## src/rtl/full_adder_bist.sv

```systemverilog
// Built-in self-test initiator for a 3-input full adder: sweeps codes 000..111,
// waits a programmable settle time per code, checks sum/carry and reports results.
module full_adder_bist #(
    parameter int unsigned SETTLE_CYCLES = 2
) (
    input  logic       clk,
    input  logic       rst,
    input  logic       start,
    output logic [2:0] tv_out,
    input  logic       sum_in,
    input  logic       carry_in,
    output logic       busy,
    output logic       done,
    output logic       pass,
    output logic [3:0] fail_count,
    output logic       fail_valid,
    output logic [2:0] first_fail_code
);

    localparam int unsigned CNT_W  = 4;
    localparam int unsigned CODE_W = 3;
    localparam int unsigned FC_W   = 4;

    typedef enum logic [1:0] {
        S_IDLE   = 2'd0,
        S_SETTLE = 2'd1,
        S_CHECK  = 2'd2,
        S_DONE   = 2'd3
    } state_t;

    state_t              r_state;
    state_t              w_next;

    logic [CNT_W-1:0]    r_cnt;
    logic [CODE_W-1:0]   r_code;
    logic [CODE_W-1:0]   r_tv_out;
    logic                r_busy;
    logic                r_done;
    logic                r_pass;
    logic [FC_W-1:0]     r_fail_count;
    logic                r_fail_valid;
    logic [CODE_W-1:0]   r_first_fail_code;

    logic [CNT_W-1:0]    w_cnt_nxt;
    logic [CODE_W-1:0]   w_code_nxt;
    logic [CODE_W-1:0]   w_tv_out_nxt;
    logic                w_busy_nxt;
    logic                w_done_nxt;
    logic                w_pass_nxt;
    logic [FC_W-1:0]     w_fail_count_nxt;
    logic                w_fail_valid_nxt;
    logic [CODE_W-1:0]   w_first_fail_code_nxt;

    logic                w_exp_sum;
    logic                w_exp_carry;
    logic                w_mismatch;

    // Reference full-adder response for the code currently under test
    assign w_exp_sum   = ^r_code;
    assign w_exp_carry = (r_code[2] & r_code[1]) | (r_code[2] & r_code[0]) | (r_code[1] & r_code[0]);
    assign w_mismatch  = (r_state == S_CHECK) && ({carry_in, sum_in} != {w_exp_carry, w_exp_sum});

    // State register
    always_ff @(posedge clk or posedge rst) begin
        if (rst) begin
            r_state <= S_IDLE;
        end else begin
            r_state <= w_next;
        end
    end

    // Next-state logic
    always_comb begin
        w_next = r_state;
        unique case (r_state)
            S_IDLE:   if (start) w_next = S_SETTLE;
            S_SETTLE: if (r_cnt == CNT_W'(SETTLE_CYCLES - 1)) w_next = S_CHECK;
            S_CHECK:  w_next = (r_code == 3'b111) ? S_DONE : S_SETTLE;
            S_DONE:   w_next = S_IDLE;
            default:  w_next = S_IDLE;
        endcase
    end

    // Next values of the datapath and the registered outputs
    always_comb begin
        w_cnt_nxt             = r_cnt;
        w_code_nxt            = r_code;
        w_pass_nxt            = r_pass;
        w_fail_count_nxt      = r_fail_count;
        w_fail_valid_nxt      = r_fail_valid;
        w_first_fail_code_nxt = r_first_fail_code;
        unique case (r_state)
            S_IDLE: begin
                if (start) begin
                    w_cnt_nxt             = '0;
                    w_code_nxt            = '0;
                    w_pass_nxt            = 1'b0;
                    w_fail_count_nxt      = '0;
                    w_fail_valid_nxt      = 1'b0;
                    w_first_fail_code_nxt = '0;
                end
            end
            S_SETTLE: begin
                w_cnt_nxt = r_cnt + CNT_W'(1);
            end
            S_CHECK: begin
                if (w_mismatch) begin
                    w_fail_count_nxt = r_fail_count + FC_W'(1);
                    if (!r_fail_valid) begin
                        w_first_fail_code_nxt = r_code;
                        w_fail_valid_nxt      = 1'b1;
                    end
                end
                if (r_code == 3'b111) begin
                    // Pass uses the count including this final compare
                    w_pass_nxt = (w_fail_count_nxt == '0);
                end else begin
                    w_code_nxt = r_code + CODE_W'(1);
                    w_cnt_nxt  = '0;
                end
            end
            default: begin
            end
        endcase
        w_busy_nxt   = (w_next == S_SETTLE) || (w_next == S_CHECK);
        w_done_nxt   = (w_next == S_DONE);
        w_tv_out_nxt = w_busy_nxt ? w_code_nxt : '0;
    end

    // Datapath and output registers
    always_ff @(posedge clk or posedge rst) begin
        if (rst) begin
            r_cnt             <= '0;
            r_code            <= '0;
            r_tv_out          <= '0;
            r_busy            <= 1'b0;
            r_done            <= 1'b0;
            r_pass            <= 1'b0;
            r_fail_count      <= '0;
            r_fail_valid      <= 1'b0;
            r_first_fail_code <= '0;
        end else begin
            r_cnt             <= w_cnt_nxt;
            r_code            <= w_code_nxt;
            r_tv_out          <= w_tv_out_nxt;
            r_busy            <= w_busy_nxt;
            r_done            <= w_done_nxt;
            r_pass            <= w_pass_nxt;
            r_fail_count      <= w_fail_count_nxt;
            r_fail_valid      <= w_fail_valid_nxt;
            r_first_fail_code <= w_first_fail_code_nxt;
        end
    end

    assign tv_out          = r_tv_out;
    assign busy            = r_busy;
    assign done            = r_done;
    assign pass            = r_pass;
    assign fail_count      = r_fail_count;
    assign fail_valid      = r_fail_valid;
    assign first_fail_code = r_first_fail_code;

endmodule
```

## config.mk

```make
export PLATFORM = sky130hd
export DESIGN_NAME = full_adder_bist
export DESIGN_NICKNAME = d
export VERILOG_FILES = /design/src/rtl/full_adder_bist.sv
export SDC_FILE = /design/constraint.sdc
export NUM_CORES = 1
export LEC_CHECK = 0
export ABC_AREA = 1
export CAP_MARGIN = 20
export CORE_MARGIN = 5
export CORE_UTILIZATION = 52
export DETAILED_ROUTE_END_ITERATION = 12
export GPL_TIMING_DRIVEN = 0
export PLACE_DENSITY = 0.77
export SLEW_MARGIN = 5
export SYNTH_ARGS = -nofsm -noshare
export SYNTH_HDL_FRONTEND = slang
export SYNTH_SLANG_ARGS = --single-unit
```

## constraint.sdc

```tcl
create_clock -name clk -period 2.1 [get_ports clk]
set_input_delay 0.42 -clock clk [delete_from_list [all_inputs] [get_ports clk]]
set_output_delay 0.42 -clock clk [all_outputs]
set_load 0.02 [all_outputs]
```

; Yosys cells after proc, flatten, opt, wreduce, memory -nomap -nowiden
; Index checks and enable logic that the tools add are counted.
; Widths: inputs -> output; s select.
[op_classes]
bitwise = 5
n_eq_ne = 14
n_mul = 0
reduce_logical = 12
n_addsub = 3
order_cmp = 0
shifts = 0
div = 0
muxes = 23
[ops]
columns = operator, count
row1 = $mux 3, 6
row2 = $mux 4, 4
row3 = $pmux 3 s2, 2
row4 = $pmux 4 s3, 1
row5 = $reduce_and 3->1, 3
row6 = $add 4x1->4 const B, 2
row7 = $eq 2x2->1 const B, 4
row8 = $ne 2x2->1 const B, 4
row9 = $pmux 2 s4, 1
row10 = $pmux 4 s2, 1
row11 = $mux 2, 3
row12 = $eq 2x1->1 const B, 2
row13 = $eq 4x1->1 const B, 1
row14 = $logic_not 4->1, 1
row15 = $pmux 1 s2, 2
row16 = $reduce_and 4->1, 1
row17 = $add 3x1->3 const B, 1
row18 = $and 1x1->1, 3
row19 = $eq 3x3->1 const B, 1
row20 = $mux 1, 3
row21 = $reduce_bool 3->1, 1
row22 = $reduce_xor 3->1, 1
row23 = $logic_not 2->1, 1
row24 = $ne 2x1->1 const B, 1
row25 = 6 further kinds, 7
[word_totals]
input_bits = 5
output_inout_bits = 14
elab_cells = 67
mem_bits_ro = 0
mem_bits_rw = 0
mem_count = 0
regBits = 23
latchBits = 0

; Longest topological paths before layout
[depth]
ltp_word = 10
depth_mapped = 12
ltp_nobuf = 12

; Least setup slack after synthesis
; No wires, ideal clock.
[synth_path]
path_kind = register to register
start = register r_code[0]
end = register r_pass, in the netlist pass
setup_ns = 0.065
path_buffers = 0
path_stages_with_launch = 13
synth_period_minus_slack_ns = 1.718
setup_slack_ns = 0.382
t_arrival_ns = 1.653
required_ns = 2.035
path_cell_list = dfrtp_1 inv_1 fa_1 inv_1 nand2_1 nand2_1 nand2_2 nand2_1 nand2_1 nand3_1 nor2_1 nand2_1 nand2_1
[synth_between]
elab_chain_cells = 10
elab_cells_between_ends = 15
classes_between = eq/ne (3) / mux (4) / bitwise (4) / reduce/logical (4)
[synth_lines]
columns = item, line_no
row1 = start: declaration, 35  ; logic [CODE_W-1:0] r_code;
row2 = start signal: assignment, 144  ; r_code <= w_code_nxt;
row3 = $and 1x1->1, 60  ; assign w_exp_carry = (r_code[2] & r_code[1]) | (r_code[2] & r_code[0]) | (r_code[1] & r_code[0]);
row4 = $or 1x1->1 (2 in a row), 60
row5 = $ne 2x2->1, 61  ; assign w_mismatch = (r_state == S_CHECK) && ({carry_in, sum_in} != {w_exp_carry, w_exp_sum});
row6 = $logic_and 1x1->1, 61
row7 = $mux 4, 107  ; if (w_mismatch) begin
row8 = $mux 4, 92  ; unique case (r_state)
row9 = $logic_not 4->1, 116  ; w_pass_nxt = (w_fail_count_nxt == '0);
row10 = $mux 1, 114  ; if (r_code == 3'b111) begin
row11 = $pmux 1 s2, 92
row12 = end signal: assignment, 148  ; r_pass <= w_pass_nxt;
row13 = end: declaration, 39  ; logic r_pass;
; Parallel ways exist; a longest one is shown, timed or not. The select of a mux whose other input is x is not followed.
; A chain may end at the register's enable or synchronous reset.

; Worst setup path after layout
; Ends and elaborated chain as after synthesis.

==> qor.csv <==
stage;metric;value;unit
timing;Worst-Margin Slew;836.6;ps
setup_path;worst path arrival time;2150;ps
timing;Final setup viols;0;
die;die area;3354;um2
setup_path;CP Capture Type;register;
timing;fin. max-slew vios;0;
global_route;Remaining Overflow, GRT;0;
cells_and_area;Fillers;189;
place;DPL Wire Length;1705;um
hold_path;WHS Path Cells;2;
detailed_routing;routed wire length;2140;um
cells_and_area;Nets;172;
power_and_ir_drop;Leak;0.7531;nW
hold_path;worst hold endpoint;first_fail_code[0]$_DFFE_PP0P_;
yosys;Mapped Area;1194;um2
yosys;Mapped Avg Cell Area;8.650;um2
timing;RSZ-0062 raised after global routing;no;
setup_path;worst flop-to-flop path startpoint;r_code[0]$_DFF_PP0_;
global_route;GRT Max-Usage Layer;met2;
timing;Worst slew margin;0.4416;
cells_and_area;leading cell types in the layout, fill and taps excluded;nand2_1, dfrtp_1, inv_1;
hold_path;Worst Hold Launch;first_fail_code[0]$_DFFE_PP0P_;
timing;Hold Vio Cnt, Final;0;
global_route;met2 Use GR;0.2435;
yosys;register area share after synthesis;0.4822;
cells_and_area;layout cell share with drive strength beyond 1;0.1188;
cells_and_area;Multi-input gate area;511.7;um2
detailed_routing;DRC Markers;0;
status;status;complete, no violations;
setup_path;Setup CP Type;register to register;
run;max cap viols;0;
clock_tree;Hold Buf Count CTS;0;
global_route;All-Layer GR Usage;0.1442;
clock_tree;CTS tree;done;
clock_tree;clock latency on the worst-skew pair;320;ps
timing;Clock Skews;19.12;ps
setup_path;reg2reg path depth;12;
setup_path;CP required;2370;ps
clock_tree;H-tree depth;1;
detailed_routing;Routed WL per cell;11.38;um
detailed_routing;vias per std cell;4.963;
clock_tree;Bufs on Longest Clock Path;2;
die;core area;2212;um2
yosys;leading area contributor after synthesis;dfrtp_1;
yosys;Synth warnings;0;
place;placed insts;184;
timing;max frequency;0.5318;GHz
setup_path;critical path launch point type;register;
global_route;first-pass GRT wire length;3760;um
cells_and_area;number of diodes;0;
die;Initial Util;0.5396;
cells_and_area;final cell count without fillers;188;
detailed_routing;TritonRoute pass-1 iters;4;
timing;Tmin final;1880;ps
clock_tree;Root Driver;clkbuf_4;
yosys;flops & latches, synth;23;
setup_path;RR Endpoint;pass$_DFFE_PP0P_;
global_route;largest net degree at the start of global routing;24;
hold_path;Hold Path Class;register to register;
timing;TNS Setup;0;ps
detailed_routing;1st-iter DRT viols;11;
power_and_ir_drop;Tot Pwr;1.562;mW
setup_path;Critical Path Fanout Max;6;
yosys;Syn Nets;149;
detailed_routing;Vias;933;
global_route;initial antenna violation count;0;
clock_tree;postcts setup bufs;0;
power_and_ir_drop;Peak VDD IR;0.9887;mV
yosys;largest cells by area after synthesis;dfrtp_1, nand2_1, inv_1;
cells_and_area;sequential cell area;575.6;um2
global_route;vias in the first global route;920;
global_route;routing usage on met3;0.03118;
cells_and_area;commonest non-fill, non-tap cell in the layout;nand2_1;
setup_path;reg2reg setup slack;220;ps
clock_tree;CTS clk-pin slew, worst paths;130;ps
die;Die W;57.91;um
yosys;Mapped Cells;138;
clock_tree;clk sinks;23;
power_and_ir_drop;pwr dens;1085;nW/um2
die;# rows;17;
yosys;top-area cell type share of the netlist area;0.4822;
yosys;Cell variety after synth;25;
die;IO Pins;19;
die;die extent in y;57.91;um
global_route;met1 usage;0.1819;
clock_tree;cts bufs inserted;3;
detailed_routing;Post-DRT Antenna Nets;0;
cells_and_area;Area Growth Syn to Fin;20.55;%
timing;fin crit share;0.8954;
place;Placer Congestion;0.8412;
place;port bufs;18;
## cells by family (layout without fill, tap and decap cells)
family	after synthesis	count (layout)	synth area share
AOI/OAI and AO/OA	14	14	0.08386
xor gates and xnor gates	3	3	0.02202
adders and majority gates	6	6	0.06918
buffers and inverters	24	46	0.09120
DFF	23	23	0.4822
and+or+nand+nor	68	68	0.2516
## how the worst max path moves through the flow
| stage | startpoint | endpoint |
|---|---|---|
| 2_1_floorplan | r_code[0]$_DFF_PP0_ | pass$_DFFE_PP0P_ |
| 3_3_place_gp | r_code[0]$_DFF_PP0_ | pass$_DFFE_PP0P_ |
| 3_5_place_dp | r_code[0]$_DFF_PP0_ | pass$_DFFE_PP0P_ |
| 4_1_cts | r_code[0]$_DFF_PP0_ | pass$_DFFE_PP0P_ |
| 5_1_grt | r_code[0]$_DFF_PP0_ | pass$_DFFE_PP0P_ |
| 6_report | r_code[0]$_DFF_PP0_ | pass$_DFFE_PP0P_ |
## cell usage after synthesis, drive strengths merged
master and number:
o211a 1, o31ai 1, ha 5, and2 1, nor2 6, nand2 48
o21ai 5, nand3 12, o22ai 4, dfrtp 23, xor2 2, nand4 1
xnor2 1, inv 23, fa 1, buf 1, a21oi 3
## worst max-delay path: stages, from the launching register on
cell and delay, ps:
dfrtp_1 410, inv_1 100, fa_1 560, inv_1 50
nand2_1 50, nand2_1 60, nand2_2 140, nand2_2 120
nand2_1 100, nand3_1 70, nor2_1 90, nand2_1 50
nand2_1 50
## report_power, final
| part | total (mW) | internal [mW] | switching, mW |
|---|---|---|---|
| registers | 0.650 | 0.558 | 0.0926 |
| clock network | 0.203 | 0.0712 | 0.132 |
| logic | 0.708 | 0.288 | 0.420 |
## cell type report
cell class / instances / area share
well taps: 28 / 0.02435
plain buffers: 1 / 0.01391
clock inverters: 1 / 0.003478
multi-input cells: 91 / 0.3557
inverters: 23 / 0.06174
repair buffers: 18 / 0.1252
clock buffers: 3 / 0.01565
flip-flops and latches: 23 / 0.4000
## layer usage
layer  wire [um]  share of wire
met5           0              0
met1        1014           0.47
met3          82          0.038
met4          36          0.017
met2        1006           0.47
## metrics by stage
stage               hold WS, ps  area [um2]  setup WS [ps]  utilization
detailed placement        469.0        1409          152.8       0.6369
floorplan                 421.9        1194          381.9            -
finish                    498.2        1439          219.7       0.6505
CTS                       502.7        1436          135.0       0.6493
global placement          468.4        1409          208.7       0.6369
global route              530.5        1439          56.92       0.6505
## timing repair
action	4_1_cts	5_1_grt
hold endpoints to repair	0	0
gates resized for setup	0	1
endpoints found under the setup margin	0	1
## registers in the layout, indices dropped and copies added, names as in the netlist, 2 cells and up
| register | cells |
|---|---|
| first_fail_code | 3 |
| r_cnt | 4 |
| tv_out | 3 |
| fail_count | 4 |
| r_code | 3 |
| r_state | 2 |
Note: power is estimated with default switching activity, not from simulation.
